[config.mk]
export PLATFORM = sky130hd
export DESIGN_NAME = sync_fifo_param_flat
export DESIGN_NICKNAME = d
export VERILOG_FILES = /design/src/rtl/sync_fifo_param_if.sv /design/src/rtl/sync_fifo_param.sv /design/src/flat_wrapper.sv
export SDC_FILE = /design/constraint.sdc
export NUM_CORES = 1
export LEC_CHECK = 0
export ABC_AREA = 1
export CAP_MARGIN = 20
export CORE_UTILIZATION = 60
export CTS_BUF_LIST = sky130_fd_sc_hd__clkbuf_16
export DETAILED_ROUTE_END_ITERATION = 10
export GPL_TIMING_DRIVEN = 0
export PLACE_DENSITY = 0.8
export SLEW_MARGIN = 40
export SYNTH_ARGS = -nofsm -noshare
export SYNTH_HDL_FRONTEND = slang
export SYNTH_SLANG_ARGS = --single-unit
[constraint.sdc]
create_clock -name i_clk -period 1.9 [get_ports i_clk]
set_input_delay 0.38 -clock i_clk [delete_from_list [all_inputs] [get_ports i_clk]]
set_output_delay 0.38 -clock i_clk [all_outputs]
set_load 0.01 [all_outputs]
[src/rtl/sync_fifo_param_if.sv]
// Handshake/bus bundle for sync_fifo_param.
// master: the producer/consumer logic driving requests; slave: the FIFO itself.
interface sync_fifo_param_if #(
  parameter int unsigned FIFO_SIZE  = 16,
  parameter int unsigned LOGIC_SIZE = 8
);
  localparam int unsigned CW = $clog2(FIFO_SIZE) + 1;

  logic                  i_wr;
  logic [LOGIC_SIZE-1:0] i_wdata;
  logic                  o_wfull;
  logic                  o_walmost_full;
  logic                  i_rr;
  logic [LOGIC_SIZE-1:0] o_rdata;
  logic                  o_rvalid;
  logic                  o_rempty;
  logic                  o_ralmost_empty;
  logic [CW-1:0]         o_count;
  logic                  i_err_clr;
  logic                  o_overflow;
  logic                  o_underflow;

  modport master (
    output i_wr, i_wdata, i_rr, i_err_clr,
    input  o_wfull, o_walmost_full, o_rdata, o_rvalid, o_rempty,
           o_ralmost_empty, o_count, o_overflow, o_underflow
  );

  modport slave (
    input  i_wr, i_wdata, i_rr, i_err_clr,
    output o_wfull, o_walmost_full, o_rdata, o_rvalid, o_rempty,
           o_ralmost_empty, o_count, o_overflow, o_underflow
  );
endinterface

[src/rtl/sync_fifo_param.sv]
// Single-clock parametrised FIFO with fill count, almost-full/empty flags and
// selectable FWFT or registered-read output.
// Optional sticky overflow/underflow flags: define SYNC_FIFO_ERR_FLAGS_EN.
module sync_fifo_param #(
  parameter int unsigned FIFO_SIZE     = 16,
  parameter int unsigned LOGIC_SIZE    = 8,
  parameter int unsigned FWFT          = 0,
  parameter int unsigned AFULL_THRESH  = FIFO_SIZE - 2,
  parameter int unsigned AEMPTY_THRESH = 2
) (
  input  logic              i_clk,
  input  logic              i_rst_n,
  sync_fifo_param_if.slave  bus
);
  localparam int unsigned AW = $clog2(FIFO_SIZE);
  localparam int unsigned CW = AW + 1;

  logic [LOGIC_SIZE-1:0] mem [FIFO_SIZE];
  logic [AW-1:0]         wr_ptr_q;
  logic [AW-1:0]         rd_ptr_q;
  logic [CW-1:0]         count_q;
  logic [CW-1:0]         count_nxt;
  logic                  wfull_q;
  logic                  rempty_q;
  logic                  afull_q;
  logic                  aempty_q;
  logic                  wr_acc;
  logic                  rd_acc;

  // Acceptance is decided by the registered flags only; no same-cycle bypass.
  always_comb begin
    wr_acc    = bus.i_wr & ~wfull_q;
    rd_acc    = bus.i_rr & ~rempty_q;
    count_nxt = count_q;
    if (wr_acc && !rd_acc) begin
      count_nxt = count_q + CW'(1);
    end else if (!wr_acc && rd_acc) begin
      count_nxt = count_q - CW'(1);
    end
  end

  // Pointers, occupancy and the flags derived from the next occupancy.
  always_ff @(posedge i_clk or negedge i_rst_n) begin
    if (!i_rst_n) begin
      wr_ptr_q <= '0;
      rd_ptr_q <= '0;
      count_q  <= '0;
      wfull_q  <= 1'b0;
      rempty_q <= 1'b1;
      afull_q  <= 1'b0;
      aempty_q <= 1'b1;
    end else begin
      if (wr_acc) wr_ptr_q <= wr_ptr_q + AW'(1);
      if (rd_acc) rd_ptr_q <= rd_ptr_q + AW'(1);
      count_q  <= count_nxt;
      wfull_q  <= (count_nxt == CW'(FIFO_SIZE));
      rempty_q <= (count_nxt == '0);
      afull_q  <= (count_nxt >= CW'(AFULL_THRESH));
      aempty_q <= (count_nxt <= CW'(AEMPTY_THRESH));
    end
  end

  // Storage array; contents are not reset, only the pointers are.
  always_ff @(posedge i_clk) begin
    if (wr_acc) mem[wr_ptr_q] <= bus.i_wdata;
  end

  assign bus.o_wfull         = wfull_q;
  assign bus.o_rempty        = rempty_q;
  assign bus.o_walmost_full  = afull_q;
  assign bus.o_ralmost_empty = aempty_q;
  assign bus.o_count         = count_q;

  generate
    if (FWFT != 0) begin : g_fwft
      // Head entry shown directly; forced to 0 while empty so reset reads 0.
      assign bus.o_rdata  = rempty_q ? '0 : mem[rd_ptr_q];
      assign bus.o_rvalid = ~rempty_q;
    end else begin : g_reg_read
      logic [LOGIC_SIZE-1:0] rdata_q;
      logic                  rvalid_q;

      // Registered read: data one cycle after an accepted pop, held otherwise.
      always_ff @(posedge i_clk or negedge i_rst_n) begin
        if (!i_rst_n) begin
          rdata_q  <= '0;
          rvalid_q <= 1'b0;
        end else begin
          rvalid_q <= rd_acc;
          if (rd_acc) rdata_q <= mem[rd_ptr_q];
        end
      end

      assign bus.o_rdata  = rdata_q;
      assign bus.o_rvalid = rvalid_q;
    end
  endgenerate

`ifdef SYNC_FIFO_ERR_FLAGS_EN
  logic overflow_q;
  logic underflow_q;

  // Sticky error flags; a set event wins over a same-cycle clear.
  always_ff @(posedge i_clk or negedge i_rst_n) begin
    if (!i_rst_n) begin
      overflow_q  <= 1'b0;
      underflow_q <= 1'b0;
    end else begin
      if (bus.i_wr && wfull_q) begin
        overflow_q <= 1'b1;
      end else if (bus.i_err_clr) begin
        overflow_q <= 1'b0;
      end
      if (bus.i_rr && rempty_q) begin
        underflow_q <= 1'b1;
      end else if (bus.i_err_clr) begin
        underflow_q <= 1'b0;
      end
    end
  end

  assign bus.o_overflow  = overflow_q;
  assign bus.o_underflow = underflow_q;
`else
  assign bus.o_overflow  = 1'b0;
  assign bus.o_underflow = 1'b0;
`endif

endmodule
[src/flat_wrapper.sv]
// flat-port wrapper written by rule: the top's interface ports become plain ports
module sync_fifo_param_flat 
#(
  parameter int unsigned FIFO_SIZE     = 16,
  parameter int unsigned LOGIC_SIZE    = 8,
  parameter int unsigned FWFT          = 0,
  parameter int unsigned AFULL_THRESH  = FIFO_SIZE - 2,
  parameter int unsigned AEMPTY_THRESH = 2
)
  (i_clk, i_rst_n, bus_i_wr, bus_i_wdata, bus_i_rr, bus_i_err_clr, bus_o_wfull, bus_o_walmost_full, bus_o_rdata, bus_o_rvalid, bus_o_rempty, bus_o_ralmost_empty, bus_o_count, bus_o_overflow, bus_o_underflow);
  sync_fifo_param_if #(.FIFO_SIZE(FIFO_SIZE), .LOGIC_SIZE(LOGIC_SIZE)) bus_i ();
  input  logic i_clk;
  input  logic i_rst_n;
  input wire logic [$bits(bus_i.i_wr)-1:0] bus_i_wr;
  input wire logic [$bits(bus_i.i_wdata)-1:0] bus_i_wdata;
  input wire logic [$bits(bus_i.i_rr)-1:0] bus_i_rr;
  input wire logic [$bits(bus_i.i_err_clr)-1:0] bus_i_err_clr;
  output wire logic [$bits(bus_i.o_wfull)-1:0] bus_o_wfull;
  output wire logic [$bits(bus_i.o_walmost_full)-1:0] bus_o_walmost_full;
  output wire logic [$bits(bus_i.o_rdata)-1:0] bus_o_rdata;
  output wire logic [$bits(bus_i.o_rvalid)-1:0] bus_o_rvalid;
  output wire logic [$bits(bus_i.o_rempty)-1:0] bus_o_rempty;
  output wire logic [$bits(bus_i.o_ralmost_empty)-1:0] bus_o_ralmost_empty;
  output wire logic [$bits(bus_i.o_count)-1:0] bus_o_count;
  output wire logic [$bits(bus_i.o_overflow)-1:0] bus_o_overflow;
  output wire logic [$bits(bus_i.o_underflow)-1:0] bus_o_underflow;
  assign bus_i.i_wr = bus_i_wr;
  assign bus_i.i_wdata = bus_i_wdata;
  assign bus_i.i_rr = bus_i_rr;
  assign bus_i.i_err_clr = bus_i_err_clr;
  assign bus_o_wfull = bus_i.o_wfull;
  assign bus_o_walmost_full = bus_i.o_walmost_full;
  assign bus_o_rdata = bus_i.o_rdata;
  assign bus_o_rvalid = bus_i.o_rvalid;
  assign bus_o_rempty = bus_i.o_rempty;
  assign bus_o_ralmost_empty = bus_i.o_ralmost_empty;
  assign bus_o_count = bus_i.o_count;
  assign bus_o_overflow = bus_i.o_overflow;
  assign bus_o_underflow = bus_i.o_underflow;
  sync_fifo_param #(.FIFO_SIZE(FIFO_SIZE), .LOGIC_SIZE(LOGIC_SIZE), .FWFT(FWFT), .AFULL_THRESH(AFULL_THRESH), .AEMPTY_THRESH(AEMPTY_THRESH)) u_core (.i_clk(i_clk), .i_rst_n(i_rst_n), .bus(bus_i));
endmodule
==> flow_summary.yaml <==
run_status:
  outcome: "finished, violations left"
  violations: "negative setup slack"
setup_path:
  slowest_stage: "nor2_1"
  worstPathCellList: "clkdlybuf4s50_1 > inv_1 > nor2_2 > buf_4 > nand2_1 > nor2_1"
  cp.required_ps: 1950
  cp.arrival_ps: 2080
  slowest_delay_ps: 660
  startpoint: "bus_i_wr"
  critPathMaxFanout: 10
  cp.buffers_inverters: 3
  end_kind: "flip-flop"
  startpoint_type: "input pin"
  critPathKind: "input pin to flip-flop"
  cp_top_family: "simple AND/OR/NAND/NOR gates"
  r2r_start: "u_core.bus.o_wfull"
die:
  die_h_um: 106
  start_util_pct: 62.2
  chipWidth_um: 106
  io_pins: 33
  rows: 37
  die-area_sq_um: 11200
  coreArea_sq_um: 10400
sta:
  finalSetupViolCount: 32
  slew_headroom_pct: 48.0
  hold_violations: 0
  worst_slack_ps: -132
  fmax_mhz: 492
  fin_worst_skew_ps: 9.79
  rsz0062_at_grt: "yes"
  drv_slew: 0
  period_minus_slack_ps: 2030
  tightest_slew_ps: 776
  post-route-period-util_pct: 107
clock_network:
  numClockSinks: 154
  clockBufferDepth: 2
  clkTransAtPathRegs_ps: 60
  cts_tree: "done"
  post-cts-setup-buffers: 0
  cts_inserted_buffers: 17
  root_buffer: "clkbuf_16"
  insertion_delay_ps: 420
  htreeDepth: 4
power:
  leakagePower_nw: 3.03
  power_density_nw_per_um2: 1610
  vdd_drop_max_v: 0.000890
synth:
  ys_warn_count: 0
  yosysSeqAreaShare_pct: 69.4
  synthTopCellsByArea: "edfxtp_1 (59%), nand2_1 (13%), dfrtp_1 (9.3%), nand3_1 (8.4%), ha_1 (1.4%)"
  synth_area_sq_um: 6480
  synth.distinct_cells: 22
  synth.top_cell.area_share_pct: 59.3
  syn_area_per_cell_sq_um: 10.9
  synth.largest_area_cell: "edfxtp_1"
  syn_inst: 594
  ys_seq_elements: 154
global_route:
  overflow: 0
  antenna_found_initial: 0
  grt_use_met3_pct: 5.27
  grt_max_degree: 27
  busiest_layer: "met2"
  grt_pass1_wl_um: 23100
  use_met1_pct: 35.9
  track_usage_pct: 28.4
  met2_usage_pct: 48.1
  grt_pass1_vias: 4446
placed_design:
  gp_congestion: 0.891
  hpwlAfterDp_um: 9600
  placed_area_sq_um: 6940
  numPortBuffers: 29
  place_worst_setup_slack_ps: -533
detailed_routing:
  drt_pass1_iterations: 6
  antenna_left: 0
  viasPerCell: 5.73
  num_vias: 4540
  dr.first_iter.drc_count: 456
  drc: 0
  wl_um: 14700
  wl_per_cell_um: 18.5
final_layout:
  layout_commonest_cell: "nand2_1"
  final_cell_area_sq_um: 7590
  diodes: 0
  drive_gt1_share_pct: 11.6
  syn2layout_area_growth_pct: 17.1
  final_cell_mix: "nand2_1 (230), edfxtp_1 (128), nand3_1 (109), clkdlybuf4s50_1 (27), dfrtp_1 (24)"
  nets: 664
min_path:
  min-delay-start: "u_core.bus.o_rdata[0]"
  min_path_type: "flip-flop to flip-flop"
flow_run:
  max_cap_violations: 0
synth_stat cells:
library cell	number
dfrtp_1	24
ha_1	7
nand2_1	230
dfstp_2	2
nand3_1	109
clkbuf_1	4
conb_1	1
buf_6	2
inv_2	3
edfxtp_1	128
inv_1	16
buf_1	1
nor2_2	2
clkinv_1	3
buf_2	12
nand4_1	2
nand2_2	2
o21ai_0	4
xor2_1	7
buf_4	11
nor2_4	1
nor2_1	23
logic make-up (layout without fill, tap and decap cells):
family,after synthesis,after routing,synth area share [%]
adder cells (fa/ha/maj),7,7,1.35
flip-flops,154,154,69.4
AO/OA/AOI/OAI,4,4,0.309
XOR/XNOR,7,7,0.946
other,1,2,0.0579
AND/OR/NAND/NOR,369,369,23.8
buffers and inverters,52,114,4.11
power breakdown:
part / switching [mW] / internal (mW)
registers: 0.248 / 4.20
clock network: 1.26 / 2.17
logic: 2.89 / 1.43
total: 4.40 / 7.80
worst reg2reg max path, cell delays in order (launching register included):
cell	delay (ps)
dfrtp_1	400
nor2_2	140
buf_4	190
nand2_1	220
nor2_1	670
path summary, 6_finish.rpt:
| check | end | slack, ps | cells after the start |
|---|---|---|---|
| worst max-delay path | u_core.mem[15][3] | -130 | 6 |
| worst min-delay path | u_core.bus.o_rdata[0] | 480 | 2 |
| worst max register to register | u_core.mem[15][3] | -80 | 4 |
| worst min register to register | u_core.bus.o_rdata[0] | 480 | 2 |
| max in group asynchronous | u_core.bus.o_count[2] | 980 | 2 |
| min in group asynchronous | u_core.rd_ptr_q[2] | 510 | 2 |
through the flow:
step	utilization, %	total power, mW	hold WS, ps	setup TNS (ps)	cells
floorplan	-	7.19	84.4	0	595
global placement	66.7	8.51	465	-55380	760
detailed placement	66.6	8.67	427	-59510	760
CTS	72.8	12.1	483	-1950	793
global route	72.8	12.8	515	-6370	793
finish	72.8	12.2	479	-2610	793
cell type report:
| cell class | instances | area (sq um) |
|---|---|---|
| sequential | 154 | 4500 |
| fill | 657 | 2830 |
| multi-input combinational | 389 | 1750 |
| clock buffer | 17 | 425 |
| timing repair buffer | 30 | 294 |
| clock inverter | 15 | 184 |
| buffer | 30 | 184 |
| tap | 136 | 170 |
| inverter | 22 | 82.6 |
layer usage:
metal	share of wire, %	up-vias
li1	-	2107
met1	37	2157
met2	52	230
met3	7.9	46
met4	3.1	0
met5	0	-
timing repair:
action / in CTS / in global routing
hold buffers: 1 / 0
endpoints found under the setup margin: 105 / 56
resized for setup: 10 / 3
hold endpoints to repair: 24 / 0
state kept, by name (all words and copies together) (netlist names):
name                        cells
u_core.bus.o_count              5
u_core.bus.o_ralmost_empty      1
u_core.bus.o_wfull              1
u_core.wr_ptr_q                 4
u_core.bus.o_rempty             1
u_core.bus.o_rdata              8
u_core.mem                    128
u_core.bus.o_rvalid             1
u_core.bus.o_walmost_full       1
u_core.rd_ptr_q                 4
No activity file was read; power rests on OpenSTA's default activity.
